## src/rtl/sort_seq_pkg.sv

```systemverilog
// ============================================================================
// Module : sort_seq_pkg
// Brief  : Shared types and schedule helpers for the sequential sort controller.
// Rev    : 1.0  initial release
// ============================================================================
`default_nettype none

package sort_seq_pkg;

  typedef enum logic [1:0] {
    S_IDLE = 2'd0,
    S_LOAD = 2'd1,
    S_SORT = 2'd2,
    S_OUT  = 2'd3
  } sort_state_t;

  // Even passes hold ceil(N/2) passes of floor(N/2) pairs; odd passes lose one pair when N is even.
  function automatic int unsigned sort_cmp_count(input int unsigned n);
    return ((n + 1) / 2) * (n / 2) + (n / 2) * ((n - 1) / 2);
  endfunction

  function automatic int unsigned first_pair(input logic odd_pass);
    return odd_pass ? 1 : 0;
  endfunction

endpackage

`default_nettype wire

```

## src/rtl/sort_cmp_exch.sv

```systemverilog
// ============================================================================
// Module : sort_cmp_exch
// Brief  : Combinational unsigned compare-exchange; equal inputs never swap.
// Rev    : 1.0  initial release
// ============================================================================
`default_nettype none

module sort_cmp_exch #(
  parameter int W = 8
) (
  input  logic [W-1:0] x,
  input  logic [W-1:0] y,
  output logic [W-1:0] lo,
  output logic [W-1:0] hi,
  output logic         swapped
);

  assign swapped = (x > y);
  assign lo      = swapped ? y : x;
  assign hi      = swapped ? x : y;

endmodule

`default_nettype wire

```

## src/rtl/sort_seq_ctrl.sv

```systemverilog
// ============================================================================
// Module : sort_seq_ctrl
// Brief  : Loads N words, sorts them with an odd-even transposition schedule
//          over one shared compare-exchange unit, then streams them ascending.
//          Optional macro SORT_SEQ_EARLY_EXIT_EN ends SORT after a swap-free
//          even/odd pass pair.
// Rev    : 1.0  initial release
// ============================================================================
`default_nettype none

module sort_seq_ctrl
  import sort_seq_pkg::*;
#(
  parameter int W  = 8,
  parameter int N  = 4,
  parameter int CW = 8
) (
  input  logic          clk,
  input  logic          reset,
  input  logic          in_valid,
  output logic          in_ready,
  input  logic [W-1:0]  in_data,
  output logic          out_valid,
  input  logic          out_ready,
  output logic [W-1:0]  out_data,
  output logic          out_last,
  output logic          busy,
  output logic [CW-1:0] sort_cycles
);

  localparam int          c_IDX_W     = $clog2(N);
  localparam int unsigned c_CMP_TOTAL = sort_cmp_count(N);
  localparam logic [c_IDX_W-1:0] c_LAST_IDX = c_IDX_W'(N - 1);

  sort_state_t        r_state, w_next_state;
  logic [W-1:0]       r_bank [N];
  logic [c_IDX_W-1:0] r_load_idx, r_out_idx, r_cmp_idx;
  logic               r_pass_odd;
  logic [CW-1:0]      r_cmp_cnt, r_sort_cycles;

  logic [c_IDX_W-1:0] w_cmp_hi_idx, w_next_first;
  logic [W-1:0]       w_lo, w_hi;
  logic               w_swapped, w_pass_end, w_last_cmp, w_early_exit;
  logic               w_sort_done, w_next_odd, w_out_last;

  sort_cmp_exch #(.W(W)) u_cmp (
    .x       (r_bank[r_cmp_idx]),
    .y       (r_bank[w_cmp_hi_idx]),
    .lo      (w_lo),
    .hi      (w_hi),
    .swapped (w_swapped)
  );

  // Pass ends when the next pair (i+2, i+3) would run off the bank; an odd
  // pass with no pairs (N == 2) is skipped by staying on even parity.
  always_comb begin
    w_cmp_hi_idx = r_cmp_idx + c_IDX_W'(1);
    w_pass_end   = (int'({1'b0, r_cmp_idx}) + 3 >= N);
    w_last_cmp   = (r_cmp_cnt == CW'(c_CMP_TOTAL - 1));
    w_next_odd   = ~r_pass_odd;
    if (w_next_odd && (N < 3)) begin
      w_next_odd = 1'b0;
    end
    w_next_first = c_IDX_W'(first_pair(w_next_odd));
    w_sort_done  = w_last_cmp || w_early_exit;
  end

`ifdef SORT_SEQ_EARLY_EXIT_EN
  logic r_pass_swap, r_prev_swap;

  assign w_early_exit = r_pass_odd && w_pass_end && !(r_pass_swap || w_swapped) && !r_prev_swap;

  always_ff @(posedge clk) begin
    if (reset || (r_state != S_SORT)) begin
      r_pass_swap <= 1'b0;
      r_prev_swap <= 1'b0;
    end else if (w_pass_end) begin
      r_prev_swap <= r_pass_swap || w_swapped;
      r_pass_swap <= 1'b0;
    end else begin
      r_pass_swap <= r_pass_swap || w_swapped;
    end
  end
`else
  assign w_early_exit = 1'b0;
`endif

  always_ff @(posedge clk) begin
    if (reset) begin
      r_state <= S_IDLE;
    end else begin
      r_state <= w_next_state;
    end
  end

  always_comb begin
    w_next_state = r_state;
    in_ready     = 1'b0;
    out_valid    = 1'b0;
    busy         = 1'b0;
    out_data     = '0;
    w_out_last   = 1'b0;
    case (r_state)
      S_IDLE: begin
        in_ready = 1'b1;
        if (in_valid) w_next_state = S_LOAD;
      end
      S_LOAD: begin
        in_ready = 1'b1;
        if (in_valid && (r_load_idx == c_LAST_IDX)) w_next_state = S_SORT;
      end
      S_SORT: begin
        busy = 1'b1;
        if (w_sort_done) w_next_state = S_OUT;
      end
      S_OUT: begin
        busy       = 1'b1;
        out_valid  = 1'b1;
        out_data   = r_bank[r_out_idx];
        w_out_last = (r_out_idx == c_LAST_IDX);
        if (out_ready && w_out_last) w_next_state = S_IDLE;
      end
      default: w_next_state = S_IDLE;
    endcase
  end

  assign out_last    = w_out_last;
  assign sort_cycles = r_sort_cycles;

  always_ff @(posedge clk) begin
    if (reset) begin
      for (int k = 0; k < N; k++) r_bank[k] <= '0;
      r_load_idx    <= '0;
      r_out_idx     <= '0;
      r_cmp_idx     <= '0;
      r_pass_odd    <= 1'b0;
      r_cmp_cnt     <= '0;
      r_sort_cycles <= '0;
    end else begin
      case (r_state)
        S_IDLE, S_LOAD: begin
          if (in_valid) begin
            r_bank[r_load_idx] <= in_data;
            r_load_idx <= (r_load_idx == c_LAST_IDX) ? '0 : r_load_idx + c_IDX_W'(1);
          end
        end
        S_SORT: begin
          r_bank[r_cmp_idx]    <= w_lo;
          r_bank[w_cmp_hi_idx] <= w_hi;
          if (w_sort_done) begin
            r_sort_cycles <= r_cmp_cnt + CW'(1);
            r_cmp_cnt     <= '0;
            r_cmp_idx     <= '0;
            r_pass_odd    <= 1'b0;
          end else begin
            r_cmp_cnt <= r_cmp_cnt + CW'(1);
            if (w_pass_end) begin
              r_cmp_idx  <= w_next_first;
              r_pass_odd <= w_next_odd;
            end else begin
              r_cmp_idx <= r_cmp_idx + c_IDX_W'(2);
            end
          end
        end
        S_OUT: begin
          if (out_ready) begin
            r_out_idx <= w_out_last ? '0 : r_out_idx + c_IDX_W'(1);
          end
        end
        default: ;
      endcase
    end
  end

endmodule

`default_nettype wire
```

## config.mk

```make
export PLATFORM = sky130hd
export DESIGN_NAME = sort_seq_ctrl
export DESIGN_NICKNAME = d
export VERILOG_FILES = /design/src/rtl/sort_seq_pkg.sv /design/src/rtl/sort_cmp_exch.sv /design/src/rtl/sort_seq_ctrl.sv
export SDC_FILE = /design/constraint.sdc
export NUM_CORES = 1
export LEC_CHECK = 0
export ABC_AREA = 0
export BUFFER_PORTS_ARGS = -buffer_cell sky130_fd_sc_hd__buf_2
export CORE_ASPECT_RATIO = 1.4
export CORE_MARGIN = 2
export CORE_UTILIZATION = 50
export CTS_CLUSTER_SIZE = 25
export DETAILED_ROUTE_END_ITERATION = 8
export GPL_TIMING_DRIVEN = 0
export MAX_ROUTING_LAYER = met4
export PLACE_DENSITY = 0.74
export SETUP_SLACK_MARGIN = 0.02
export SLEW_MARGIN = 20
export SYNTH_ARGS = -nofsm -noshare
export SYNTH_HDL_FRONTEND = slang
export SYNTH_SLANG_ARGS = --single-unit
export TNS_END_PERCENT = 50
```

## constraint.sdc

```tcl
create_clock -name clk -period 5.4 [get_ports clk]
set_clock_uncertainty 0.15 [all_clocks]
set_input_delay 0.27 -clock clk [delete_from_list [all_inputs] [get_ports clk]]
set_output_delay 0.27 -clock clk [all_outputs]
set_load 0.01 [all_outputs]
```

== After elaboration in Yosys (flattened, before gate mapping) ==
Memory sizes are Yosys's and may differ from the RTL's. A register that Yosys moved wholly into a read port is not among the register bits.
Cells that the tools add are included.

* Register bits: 25
* Memory bits (writable): 32
* Input port bits: 12
* Output and inout port bits: 20
* Logic and storage cells: 83
* Memories kept: 1

* Add/subtract/negate cells: 6
* Order comparisons: 2
* Eq/ne operators: 10
* Multiplexer cells: 42
* Bitwise operators: 1
* Reduce and logical (&&, ||, !) cells: 14

{| class="wikitable"
|+ Memory list
! memory !! depth !! width !! rd ports !! clocked after Yosys merged registers in !! write ports !! RTL line !! source
|-
| r_bank || 4 || 8 || 3 || 2 || 4 || sort_seq_ctrl.sv:36 || <nowiki>logic [W-1:0] r_bank [N];</nowiki>
|}

{| class="wikitable"
|+ Operator list
! kind !! count
|-
| $mux 8 || 7
|-
| $mux 2 || 15
|-
| $reduce_or 8->1 || 3
|-
| $mux 1 || 19
|-
| $add 8x1->8 const B || 1
|-
| $eq 2x2->1 const B || 4
|-
| $eq 8x3->1 const B || 1
|-
| $gt 8x8->1 || 1
|-
| $ne 2x2->1 const B || 4
|-
| $pmux 2 s4 || 1
|-
| $reduce_and 2->1 || 4
|-
| $add 2x1->2 const B || 3
|-
| $reduce_and 4->1 || 1
|-
| $reduce_or 2->1 || 2
|-
| $add 2x2->3 const B || 1
|-
| $ge 3x3->1 const B || 1
|-
| $add 2x2->2 const B || 1
|-
| $eq 2x1->1 const B || 1
|-
| $logic_and 1x1->1 || 2
|-
| $logic_not 2->1 || 1
|-
| $reduce_bool 2->1 || 1
|-
| $not 1->1 || 1
|}

== Depth between registers and ports, before layout ==
* Depth in word-level cells: 8
* Gate-level depth with buffers: 18
* Mapped depth without buffers: 13

== Cells and area by module ==
Synthesis repeated with hierarchy kept, for this count alone.

* Cell total of the unflattened synthesis: 407
* Area, all modules: 4,189.0 um2

{| class="wikitable"
|+ By module, submodules not included
! module !! times used !! cells an instance !! area each (um2) !! seq. area each (um2)
|-
| sort_seq_ctrl || 1 || 320 || 3,458.3 || 1,541.5
|-
| sort_cmp_exch || 1 || 87 || 730.7 || 0.0
|}

== Least setup slack after synthesis ==
OpenSTA, ideal clock, no wires.

* Path type: register to register
* Start point: reg r_cmp_idx[0]
* End point: mem r_bank[0][6] (data pin)
* Library setup time: 277 ps
* Arrival time: 3,698 ps
* Required time: 4,973 ps
* Setup slack: 1,275 ps
* Cell stages (with the launch flop): 17
* Buffers on the path: 5
* Clock period less this slack: 4,125 ps
* Cell sequence: dfxtp_1 inv_2 buf_1 ha_1 buf_2 buf_2 mux2_1 o21ai_1 ha_1 nand4_2 nor2_2 a211o_1 buf_6 nand2_8 buf_8 mux2i_4 o221ai_1

{| class="wikitable"
|+ RTL lines
! element !! RTL line !! source
|-
| start, declared || sort_seq_ctrl.sv:37 || <nowiki>logic [c_IDX_W-1:0] r_load_idx, r_out_idx, r_cmp_idx;</nowiki>
|-
| start signal, assigned || sort_seq_ctrl.sv:158 || <nowiki>r_cmp_idx <= w_next_first;</nowiki>
|-
| start signal, assigned || sort_seq_ctrl.sv:161 || <nowiki>r_cmp_idx <= r_cmp_idx + c_IDX_W'(2);</nowiki>
|-
| end, declared || sort_seq_ctrl.sv:36 ||
|}

==> impl_metrics.env <==
export IMPL_placed_cells=575
export IMPL_status="completed"
export IMPL_wl_um=10400
export IMPL_leakage_nw=1.89
export IMPL_cts_root_buffer="clkbuf_16"
export IMPL_antenna_found_initial=0
export IMPL_synth_main_ff_cell="edfxtp_1"
export IMPL_routedWlPerCell_um=17.6
export IMPL_ys_seq_area_frac=0.369
export IMPL_synth_edf_count=32
export IMPL_clk_path_buf_depth=2
export IMPL_sw_frac_of_total=0.422
export IMPL_tritoncts="yes"
export IMPL_diodes=0
export IMPL_dieWidth_um=81.2
export IMPL_track_usage=0.246
export IMPL_hold_viol=0
export IMPL_cp_cell_sequence="inv_2 -> buf_1 -> ha_1 -> buf_2 -> buf_2 -> mux2_1 -> o21ai_2 -> ha_1 -> nand4_2 -> nor2_2 -> a211oi_2 -> clkbuf_1 -> nor3_1 -> o31ai_1 -> a22oi_1"
export IMPL_post_route_period_util=0.918
export IMPL_clock_latency_ns=0.33
export IMPL_cts_inserted_buffers=9
export IMPL_layout_common_cells="nand2_1 (56), buf_2 (36), a21oi_1 (34)"
export IMPL_clock_sinks=61
export IMPL_syn_inst=443
export IMPL_p_comb_frac=0.515
export IMPL_place_area_mm2=0.00445
export IMPL_core_area_mm2=0.00815
export IMPL_postSynthAreaPerCell_um2=9.42
export IMPL_fillers=727
export IMPL_yosysWarnings=0
export IMPL_p_per_area_mw_per_mm2=541
export IMPL_worst_slew_pin_slew_ns=0.699
export IMPL_internal_power_mw=1.49
export IMPL_final_core_util=0.584
export IMPL_drcViolationCount=0
export IMPL_setup_viol=0
export IMPL_fin_nets=517
export IMPL_setup_worst_path_end_class="flip-flop"
export IMPL_first_pass_iters=5
export IMPL_relSlewSlack=0.530
export IMPL_io_pins=32
export IMPL_num_rows=39
export IMPL_ys_ff_latch=61
export IMPL_grt_overflow_total=0
export IMPL_path_delay_family="buffers and inverters"
export IMPL_area_growth_pct=14.0
export IMPL_max_stage_delay_ns=0.52
export IMPL_use_met3=0.0402
export IMPL_grtUsageMet2=0.425
export IMPL_grt_max_degree=13
export IMPL_grt_pass1_wl_um=16900
export IMPL_grt_pass1_vias=3434
export IMPL_die_area_mm2=0.00910
export IMPL_gp_congestion=0.857
export IMPL_ys_types=54
export IMPL_crit_buf_inv=5
export IMPL_vias=3616
export IMPL_critPathMaxFanout=12
export IMPL_die_h_um=112
export IMPL_finalSetupTns_ns=0
export IMPL_via_per_inst=6.12
export IMPL_crit_required_ns=5.30
export IMPL_power_mw=2.57
export IMPL_pwr_share_clk=0.220
export IMPL_crit_type="reg2reg"
export IMPL_hp_class="in2reg"
export IMPL_final_cells=591
export IMPL_port_buffers=30
export IMPL_slowest_stage="dfxtp_1"
export IMPL_h_tree_depth=3
export IMPL_fmax_ghz=0.202
export IMPL_drt_iter0_drc=261
export IMPL_rsz0062_at_grt="false"
export IMPL_start_util=0.512
export IMPL_synthesis_nets=476
export IMPL_min_period_ns=4.96
export IMPL_p_sw_mw=1.08
export IMPL_path_clk_slew_ns=0.05
export IMPL_pwr_share_seq=0.265
export IMPL_cp_data_arrival_time_ns=4.86
export IMPL_hpwl_um=8050
export IMPL_met1_usage=0.283
export IMPL_critPathLaunchType="flip-flop"
export IMPL_synthArstFlopShare=0
export IMPL_syn_area_mm2=0.00417
export IMPL_final_layout_size_suffix_gt1_frac=0.188
export IMPL_ant_nets=0
export IMPL_irDropWorstVdd_v=0.000244
export IMPL_mostFrequentLayoutCell="nand2_1"
export IMPL_max_cap_viol_count=0
export IMPL_busiest_layer="met2"
export IMPL_final_cell_area_mm2=0.00476
export IMPL_slew_viol_final=0
-- through the flow --
step,setup slack (ns),hold WS [ns]
after detailed placement,0.414,0.289
after global routing,0.120,0.130
final,0.442,0.110
after floorplan,1.28,0.294
after global placement,0.490,0.290
after CTS,0.373,0.100
-- worst reg2reg max path: stages (launching register included) --
cell and delay (ns):
dfxtp_1 0.52, inv_2 0.19, buf_1 0.33, ha_1 0.39
buf_2 0.20, buf_2 0.34, mux2_1 0.38, o21ai_2 0.29
ha_1 0.33, nand4_2 0.16, nor2_2 0.08, a211oi_2 0.43
clkbuf_1 0.40, nor3_1 0.09, o31ai_1 0.30, a22oi_1 0.12
-- routing by layer --
layer | up-vias | wire (µm)
li1 | 1756 | -
met1 | 1752 | 4240
met2 | 93 | 5610
met3 | 15 | 373
met4 | 0 | 155
met5 | - | 0
-- cell families (layout without fill, tap and decap cells) --
group                    after synthesis  count (layout)  share of synthesized area
flip-flops                            61              61                      0.369
XOR/XNOR                               2               2                    0.00420
buffers and inverters                 42              88                     0.0441
adder cells (fa/ha/maj)               21              21                     0.0630
multiplexers                          48              48                      0.154
AND/OR/NAND/NOR                      154             154                      0.180
AO/OA/AOI/OAI                        115             115                      0.186
-- final timing paths --
check	end	start	slack, ns	cells after the start
max reg2reg	r_bank[3][5]	r_cmp_idx[0]	0.44	15
max	r_bank[3][5]	r_cmp_idx[0]	0.44	15
min reg2reg	sort_cycles[4]	sort_cycles[4]	0.30	1
min	flip-flop	out_ready	0.11	3
-- area by class of cell --
cell class / instances / area [µm²] / share of cell area
clock inverters: 3 / 15.0 / 0.00316
clock buffers: 13 / 283 / 0.0595
plain buffers: 27 / 128 / 0.0268
flip-flops and latches: 61 / 1540 / 0.324
inverters: 15 / 56.3 / 0.0118
multi-input cells: 340 / 2450 / 0.516
repair buffers: 30 / 150 / 0.0316
well taps: 102 / 128 / 0.0268
-- registers in the layout, indices dropped and copies added, names as in the netlist, named ones only --
register	flops
r_bank	32
r_cmp_cnt	8
r_cmp_idx	2
r_load_idx	2
r_out_idx	2
r_pass_odd	1
r_state	2
sort_cycles	8
-- synthesized netlist by cell type (4+ instances only) --
cell type  count  share of area
mux2i_1       18          0.043
edfxtp_1      32           0.23
nor3_1        19          0.023
dfxtp_1       29           0.14
nor2_1        28          0.025
a22oi_1        8          0.014
buf_2          6         0.0072
mux2_2        12          0.032
clkbuf_1      16          0.014
nand2_1       56          0.050
mux2_1         4          0.011
inv_1         12          0.011
o31ai_1        8          0.014
mux4_2         8          0.043
nor2b_1        4         0.0060
a21oi_1       34          0.041
and2_1        17          0.025
mux2i_2        4          0.013
nand4_1        4         0.0060
nand3_1        8         0.0096
o221ai_1      24          0.050
ha_1          21          0.063
o21ai_1       19          0.023
-- timing repair --
action,CTS,global route
hold buffers,0,0
setup endpoints to repair,0,2
setup buffers,0,0
resized for setup,0,2
-- power by group through the flow --
stage               combinational, mW  sequential [mW]  clock (mW)
floorplan                        1.04            0.658           0
global placement                 1.26            0.678           0
detailed placement               1.30            0.687           0
CTS                              1.31            0.678       0.569
global route                     1.45            0.693       0.591
finish                           1.32            0.682       0.566
Note: power is estimated with default switching activity, not from simulation.
